## config.mk

```make
export PLATFORM = sky130hd
export DESIGN_NAME = person_counter
export DESIGN_NICKNAME = d
export VERILOG_FILES = /design/src/rtl/person_counter.sv
export SDC_FILE = /design/constraint.sdc
export NUM_CORES = 1
export LEC_CHECK = 0
export ABC_CLOCK_PERIOD_IN_PS = 3170
export BUFFER_PORTS_ARGS = -buffer_cell sky130_fd_sc_hd__buf_2
export CORE_MARGIN = 8
export CORE_UTILIZATION = 60
export CTS_BUF_LIST = sky130_fd_sc_hd__clkbuf_8
export DETAILED_ROUTE_END_ITERATION = 6
export MAX_ROUTING_LAYER = met4
export PLACE_DENSITY_LB_ADDON = 0.2
export SLEW_MARGIN = 10
export SYNTH_ARGS = -nofsm -noshare
export SYNTH_HDL_FRONTEND = slang
export SYNTH_SLANG_ARGS = --single-unit
```

## constraint.sdc

```tcl
create_clock -name clk_i -period 3.17 [get_ports clk_i]
set_input_delay 0.634 -clock clk_i [delete_from_list [all_inputs] [get_ports clk_i]]
set_output_delay 0.634 -clock clk_i [all_outputs]
set_load 0.02 [all_outputs]
```

## src/rtl/person_counter.sv

```systemverilog
// Door occupancy counter: decodes direction from two beam-break sensors
// and keeps a saturating count of people inside.
`ifndef PERSON_COUNTER_DATA_WIDTH
`define PERSON_COUNTER_DATA_WIDTH 8
`endif

module person_counter #(
    parameter int DATA_WIDTH     = `PERSON_COUNTER_DATA_WIDTH,
    parameter int MAX_PERSONS    = (1 << DATA_WIDTH) - 1,
    parameter int TIMEOUT_CYCLES = 1000
) (
    input  logic                  clk_i,
    input  logic                  rst_i,
    input  logic                  outer_sensor_i,
    input  logic                  inner_sensor_i,
    input  logic                  clear_i,
    output logic [DATA_WIDTH-1:0] person_count_o,
    output logic                  entry_pulse_o,
    output logic                  exit_pulse_o,
    output logic                  error_o,
    output logic                  occupied_o
);

    localparam int TW = $clog2(TIMEOUT_CYCLES + 1);
    localparam logic [TW-1:0] TIMEOUT_LIM = TW'(TIMEOUT_CYCLES);
    localparam logic [DATA_WIDTH-1:0] MAX_CNT = DATA_WIDTH'(MAX_PERSONS);

    typedef enum logic [2:0] {
        IDLE, EN1, EN2, EN3, EX1, EX2, EX3, ABORT
    } state_e;

    state_e                state_q, state_d;
    logic [TW-1:0]         timer_q, timer_d;
    logic [DATA_WIDTH-1:0] count_q, count_d;
    logic [1:0]            s1_q, s1_d, s2_q, s2_d;
    logic                  entry_q, entry_d;
    logic                  exit_q, exit_d;
    logic                  err_q, err_d;
    logic                  entry_ev, exit_ev;
    logic [TW-1:0]         timer_inc;
    logic                  in_seq;

    always_comb begin
        s1_d = {outer_sensor_i, inner_sensor_i};
        s2_d = s1_q;
    end

    always_comb begin
        state_d  = state_q;
        entry_ev = 1'b0;
        exit_ev  = 1'b0;
        unique case (state_q)
            IDLE: begin
                unique case (s2_q)
                    2'b10:   state_d = EN1;
                    2'b01:   state_d = EX1;
                    2'b11:   state_d = ABORT;
                    default: state_d = IDLE;
                endcase
            end
            EN1: begin
                unique case (s2_q)
                    2'b00:   state_d = IDLE;
                    2'b11:   state_d = EN2;
                    2'b01:   state_d = ABORT;
                    default: state_d = EN1;
                endcase
            end
            EN2: begin
                unique case (s2_q)
                    2'b10:   state_d = EN1;
                    2'b01:   state_d = EN3;
                    2'b00:   state_d = ABORT;
                    default: state_d = EN2;
                endcase
            end
            EN3: begin
                unique case (s2_q)
                    2'b00: begin
                        state_d  = IDLE;
                        entry_ev = 1'b1;
                    end
                    2'b11:   state_d = EN2;
                    2'b10:   state_d = ABORT;
                    default: state_d = EN3;
                endcase
            end
            EX1: begin
                unique case (s2_q)
                    2'b00:   state_d = IDLE;
                    2'b11:   state_d = EX2;
                    2'b10:   state_d = ABORT;
                    default: state_d = EX1;
                endcase
            end
            EX2: begin
                unique case (s2_q)
                    2'b01:   state_d = EX1;
                    2'b10:   state_d = EX3;
                    2'b00:   state_d = ABORT;
                    default: state_d = EX2;
                endcase
            end
            EX3: begin
                unique case (s2_q)
                    2'b00: begin
                        state_d = IDLE;
                        exit_ev = 1'b1;
                    end
                    2'b11:   state_d = EX2;
                    2'b01:   state_d = ABORT;
                    default: state_d = EX3;
                endcase
            end
            default: begin
                state_d = (s2_q == 2'b00) ? IDLE : ABORT;
            end
        endcase

        // A stuck half-sequence is abandoned after TIMEOUT_CYCLES idle cycles
        in_seq    = (state_q != IDLE) && (state_q != ABORT);
        timer_inc = timer_q + 1'b1;
        timer_d   = '0;
        if (in_seq && (state_d == state_q)) begin
            if (timer_inc == TIMEOUT_LIM) begin
                state_d = ABORT;
            end else begin
                timer_d = timer_inc;
            end
        end
    end

    always_comb begin
        count_d = count_q;
        entry_d = 1'b0;
        exit_d  = 1'b0;
        err_d   = (state_d == ABORT) && (state_q != ABORT);
        if (clear_i) begin
            count_d = '0;
        end else if (entry_ev) begin
            if (count_q < MAX_CNT) begin
                count_d = count_q + 1'b1;
                entry_d = 1'b1;
            end else begin
                err_d = 1'b1;
            end
        end else if (exit_ev) begin
            if (count_q != '0) begin
                count_d = count_q - 1'b1;
                exit_d  = 1'b1;
            end else begin
                err_d = 1'b1;
            end
        end
    end

    always_ff @(posedge clk_i) begin
        if (rst_i) begin
            state_q <= IDLE;
            timer_q <= '0;
            count_q <= '0;
            s1_q    <= '0;
            s2_q    <= '0;
            entry_q <= 1'b0;
            exit_q  <= 1'b0;
            err_q   <= 1'b0;
        end else begin
            state_q <= state_d;
            timer_q <= timer_d;
            count_q <= count_d;
            s1_q    <= s1_d;
            s2_q    <= s2_d;
            entry_q <= entry_d;
            exit_q  <= exit_d;
            err_q   <= err_d;
        end
    end

    assign person_count_o = count_q;
    assign entry_pulse_o  = entry_q;
    assign exit_pulse_o   = exit_q;
    assign error_o        = err_q;
    assign occupied_o     = (count_q != '0);

endmodule
```

* Word-level counts from Yosys, hierarchy flattened *
Index checks and enable logic that the tools add are counted.

cells by class
  add/subtract/negate cells = 3
  magnitude comparators = 1
  equal/unequal tests = 14
  mux-type cells = 25
  bitwise logic cells = 3
  reduce and logical (&&, ||, !) cells = 14

operator list
  kind                   number
  $pmux 3 s3             6
  $mux 8                 4
  $pmux 3 s7             1
  $eq 3x3->1 const B     4
  $add 10x1->10 const B  1
  $eq 10x10->1 const B   1
  $mux 1                 10
  $mux 3                 3
  $add 8x1->8 const B    1
  $lt 8x8->1 const B     1
  $reduce_bool 8->1      1
  $sub 8x1->8 const B    1
  $eq 3x2->1 const B     2
  $pmux 2 s3             1
  $reduce_or 3->1        2
  $eq 2x2->1 const B     2
  $reduce_bool 2->1      2
  $reduce_or 4->1        1
  $eq 3x1->1 const B     1
  $eq 3x3->1             1
  $logic_and 1x1->1      3
  $logic_not 3->1        1
  $ne 3x3->1 const B     1
  $not 1->1              3
  other kinds (6)        6

storage, ports and cells
  flip-flop bits (word level) = 28
  input port bits = 5
  output and inout bits = 12
  word-level logic and storage cells = 68

* Longest topological paths before layout *
  depth after elaboration = 12
  depth in mapped cells = 11
  depth with buffers taken out = 10

* Worst setup path after synthesis *
OpenSTA, ideal clock, no wires.

  path kind = register to register
  start = reg s2_q[0]
  end = reg count_q[6], in the netlist person_count_o[6]
  library setup time = 0.122 ns
  arrival = 2.358 ns
  path slack = 0.690 ns
  cell stages (with the launch flop) = 12
  cell sequence = dfxtp_1 > inv_1 > ha_1 > clkbuf_8 > nand3_1 > fa_1 > a21o_1 > a21oi_1 > o21ai_0 > a21oi_1 > nor4_1 > a311o_1

on the way
  cells in the longest elaborated chain, start to end = 5

RTL lines
  what                                                              line     source
  start, declared                                                   35       logic [1:0] s1_q, s1_d, s2_q, s2_d;
  start signal, assigned                                            163      s2_q <= '0;
  start signal, assigned                                            172      s2_q <= s2_d;
  $logic_not 2->1 (*)                                               78, 105
  $mux 1 (*)                                                        78, 105
  $mux 1                                                            52       unique case (state_q)
  $ne 2x1->1 (no source line) or $reduce_bool 2->1 (tied branches)  --
  $reduce_and 3->1 (no source line)                                 --
  end signal, assigned                                              170      count_q <= count_d;
  end, declared                                                     34       logic [DATA_WIDTH-1:0] count_q, count_d;

Mark *: on every way between the ends. The rest lies on a longest branch, timed or not.
A chain may end at the register's enable or synchronous reset.

* Worst setup path after layout *
Same ends and word-level chain as after synthesis.

==> impl_metrics.yaml <==
power_and_ir_drop:
  power_density_nw_per_um2: 487
  ir_drop_v: 0.000259
  p_leak_nw: 0.807
clocking:
  cts_tree: "built"
  root_buffer: "clkbuf_8"
  clock_latency_ns: 0.28
  cts-htree-levels: 1
  numClockSinks: 28
  ctsResizeCount: 0
  path_clk_slew_ns: 0.10
  ctsHoldBuffers: 0
  cts_setup_buffers: 0
  clockBufferDepth: 2
  cts_made_buffers: 3
layout:
  drive_gt1_share_pct: 14.8
  fill_cells: 250
  antennaDiodeCount: 0
  multiInputGateArea_sq_um: 1120
  seq_area_sq_um: 561
  nets: 245
  final_common_cell: "nor2_1"
  syn2layout_area_growth_pct: 7.23
  layout_common_cells: "nor2_1, dfxtp_1, buf_2"
  stdcell_area_sq_um: 1930
yosys:
  synth_fp_nets: 230
  yosysTopAreaCell: "dfxtp_1"
  yosysUniqueCellTypes: 51
  synth_edf_count: 0
  syn_avg_cell_area_sq_um: 8.61
  synth_seq_cells: 28
  yosysSeqAreaShare_pct: 31.2
  syn-instance-count: 209
  yosys_warnings: 0
  ys.flop_type: "dfxtp_1"
  synth_top_area_share_pct: 31.2
  async_flop_share_pct: 0
  netlist_area_sq_um: 1800
  synth.top_cells.by_area: "dfxtp_1, ha_1, nor2_1, xnor2_1, a21oi_1"
detailed_routing:
  wl_per_cell_um: 15.1
  drc: 0
  drtIter0Drc: 101
  vias: 1576
  routed_wl_um: 3870
  ant_nets: 0
  vias_per_cell: 6.16
  firstDrtPassIters: 4
placement:
  place_area_sq_um: 1860
  gp_congestion: 0.862
  dp_hpwl_um: 2990
  io_buffers: 16
sta:
  max_freq_mhz: 345
  post-route-period-util_pct: 91.5
  finalMaxSlewViolations: 0
  finalClockSkew_ns: 0.00754
  tns_ns: 0
  slew_headroom_pct: 64.9
  layout_min_cycle_time_ns: 2.90
  setup-violations-final: 0
  worst_slew_pin_slew_ns: 0.523
  rsz0062_at_grt: "no"
  hold_viol: 0
setup_path:
  worst_setup_path_end_kind: "register"
  critPathMaxFanout: 9
  cp_slowest_cell: "fa_1"
  path_buf_inv: 1
  crit_top_cell: "a21oi_1"
  cp.arrival_ns: 3.08
  cp_data_required_time_ns: 3.35
  crit_type: "reg -> reg"
  critPathTopFamily: "compound AO/OA/AOI/OAI gates"
  slowest_delay_ns: 0.53
  worstSetupStartpointType: "register"
  path_cells: "inv_1 -> ha_1 -> nand3_1 -> fa_1 -> a21o_1 -> a21oi_1 -> o21ai_0 -> a21oi_1 -> nor4_1 -> a311o_1"
die:
  initial_core_util_pct: 60.9
  io-pin-count: 17
  die-area_sq_um: 5010
  die_x_um: 70.8
  die_y_um: 70.8
  core_sq_um: 2950
  rows: 20
grt:
  track_usage_pct: 16.8
  grt_overflow_total: 0
  antenna_found_initial: 0
  grt_pass1_wl_um: 6820
  grt_pass1_vias: 1614
  grt_max_degree: 19
hold_path:
  hp-class: "reg -> reg"
run_status:
  run_status: "finished, final reports clean"
job:
  drv_cap: 0
-- metrics by stage --
step / power, W / setup slack (ns) / util (%) / instances / hold slack, ns
2_1_floorplan: 0.000632 / 0.690 / - / 209 / 0.414
3_3_place_gp: 0.000649 / 0.451 / 62.9 / 252 / 0.448
3_5_place_dp: 0.000659 / 0.315 / 62.9 / 252 / 0.431
4_1_cts: 0.000944 / 0.301 / 65.3 / 256 / 0.464
5_1_grt: 0.000985 / 0.0785 / 65.3 / 256 / 0.472
6_report: 0.000940 / 0.271 / 65.3 / 256 / 0.456
-- cell usage after synthesis, types with 2 or more instances --
cell,n
a21oi_1,14
buf_2,2
buf_6,2
clkbuf_8,3
dfxtp_1,28
ha_1,15
inv_1,11
mux2i_1,4
nand2_1,8
nand2b_1,4
nand3_1,11
nand4_1,5
nor2_1,34
nor2b_1,4
nor3_1,6
nor4_1,3
o2111ai_1,3
o211ai_1,2
o21ai_0,3
or3_1,3
or4_1,2
xnor2_1,10
xor2_1,4
-- worst reg2reg max path: cells and delay by family, from the launching register on --
| family | cells | cell delay, ns |
|---|---|---|
| adder cells (fa/ha/maj) | 2 | 0.88 |
| AND/OR/NAND/NOR | 2 | 0.41 |
| AO/OA/AOI/OAI | 5 | 1.00 |
| buffers and inverters | 1 | 0.14 |
| flip-flops | 1 | 0.36 |
-- layer usage --
metal  track usage [%]  vias to the layer above  part of all wire, %
met5                 -                        -                    0
met4              9.93                        0                  4.4
met2              28.0                       49                   48
met1              18.1                      734                   44
met3              3.25                       17                  4.1
li1                  -                      776                    -
-- cell type report --
type / instances / area share [%]
Tap cell: 33 / 2.14
Inverter: 11 / 2.14
Timing Repair Buffer: 18 / 4.93
Multi-Input combinational cell: 162 / 58.0
Clock buffer: 3 / 2.14
Clock inverter: 1 / 1.56
Sequential cell: 28 / 29.1
-- where the power goes --
group          switching (W)  internal (W)  total (W)
clock               0.000113      0.000169   0.000282
combinational       0.000153      0.000115   0.000268
sequential         0.0000219      0.000368   0.000390
-- final timing paths --
path                            startpoint           endpoint  slack, ns  cells after the start
worst min-delay path               s1_q[0]            s2_q[0]       0.46                      1
worst max-delay path               s2_q[0]  person_count_o[6]       0.27                     10
worst min register to register     s1_q[0]            s2_q[0]       0.46                      1
worst max register to register     s2_q[0]  person_count_o[6]       0.27                     10
-- logic make-up after synthesis --
family,Yosys count,share of synthesized area (%)
simple gates,88,24.9
fa+ha+maj,16,11.5
buf+inv,19,6.61
xor+xnor,14,6.81
compound gates,39,16.1
mux,5,2.85
flops,28,31.2
-- sequential cells by signal (all words and copies together) (netlist names) --
| name | flops |
|---|---|
| state_q | 3 |
| exit_pulse_o | 1 |
| entry_pulse_o | 1 |
| person_count_o | 8 |
| timer_q | 10 |
| s2_q | 2 |
| s1_q | 2 |
| error_o | 1 |
(Power assumes the default switching activity.)
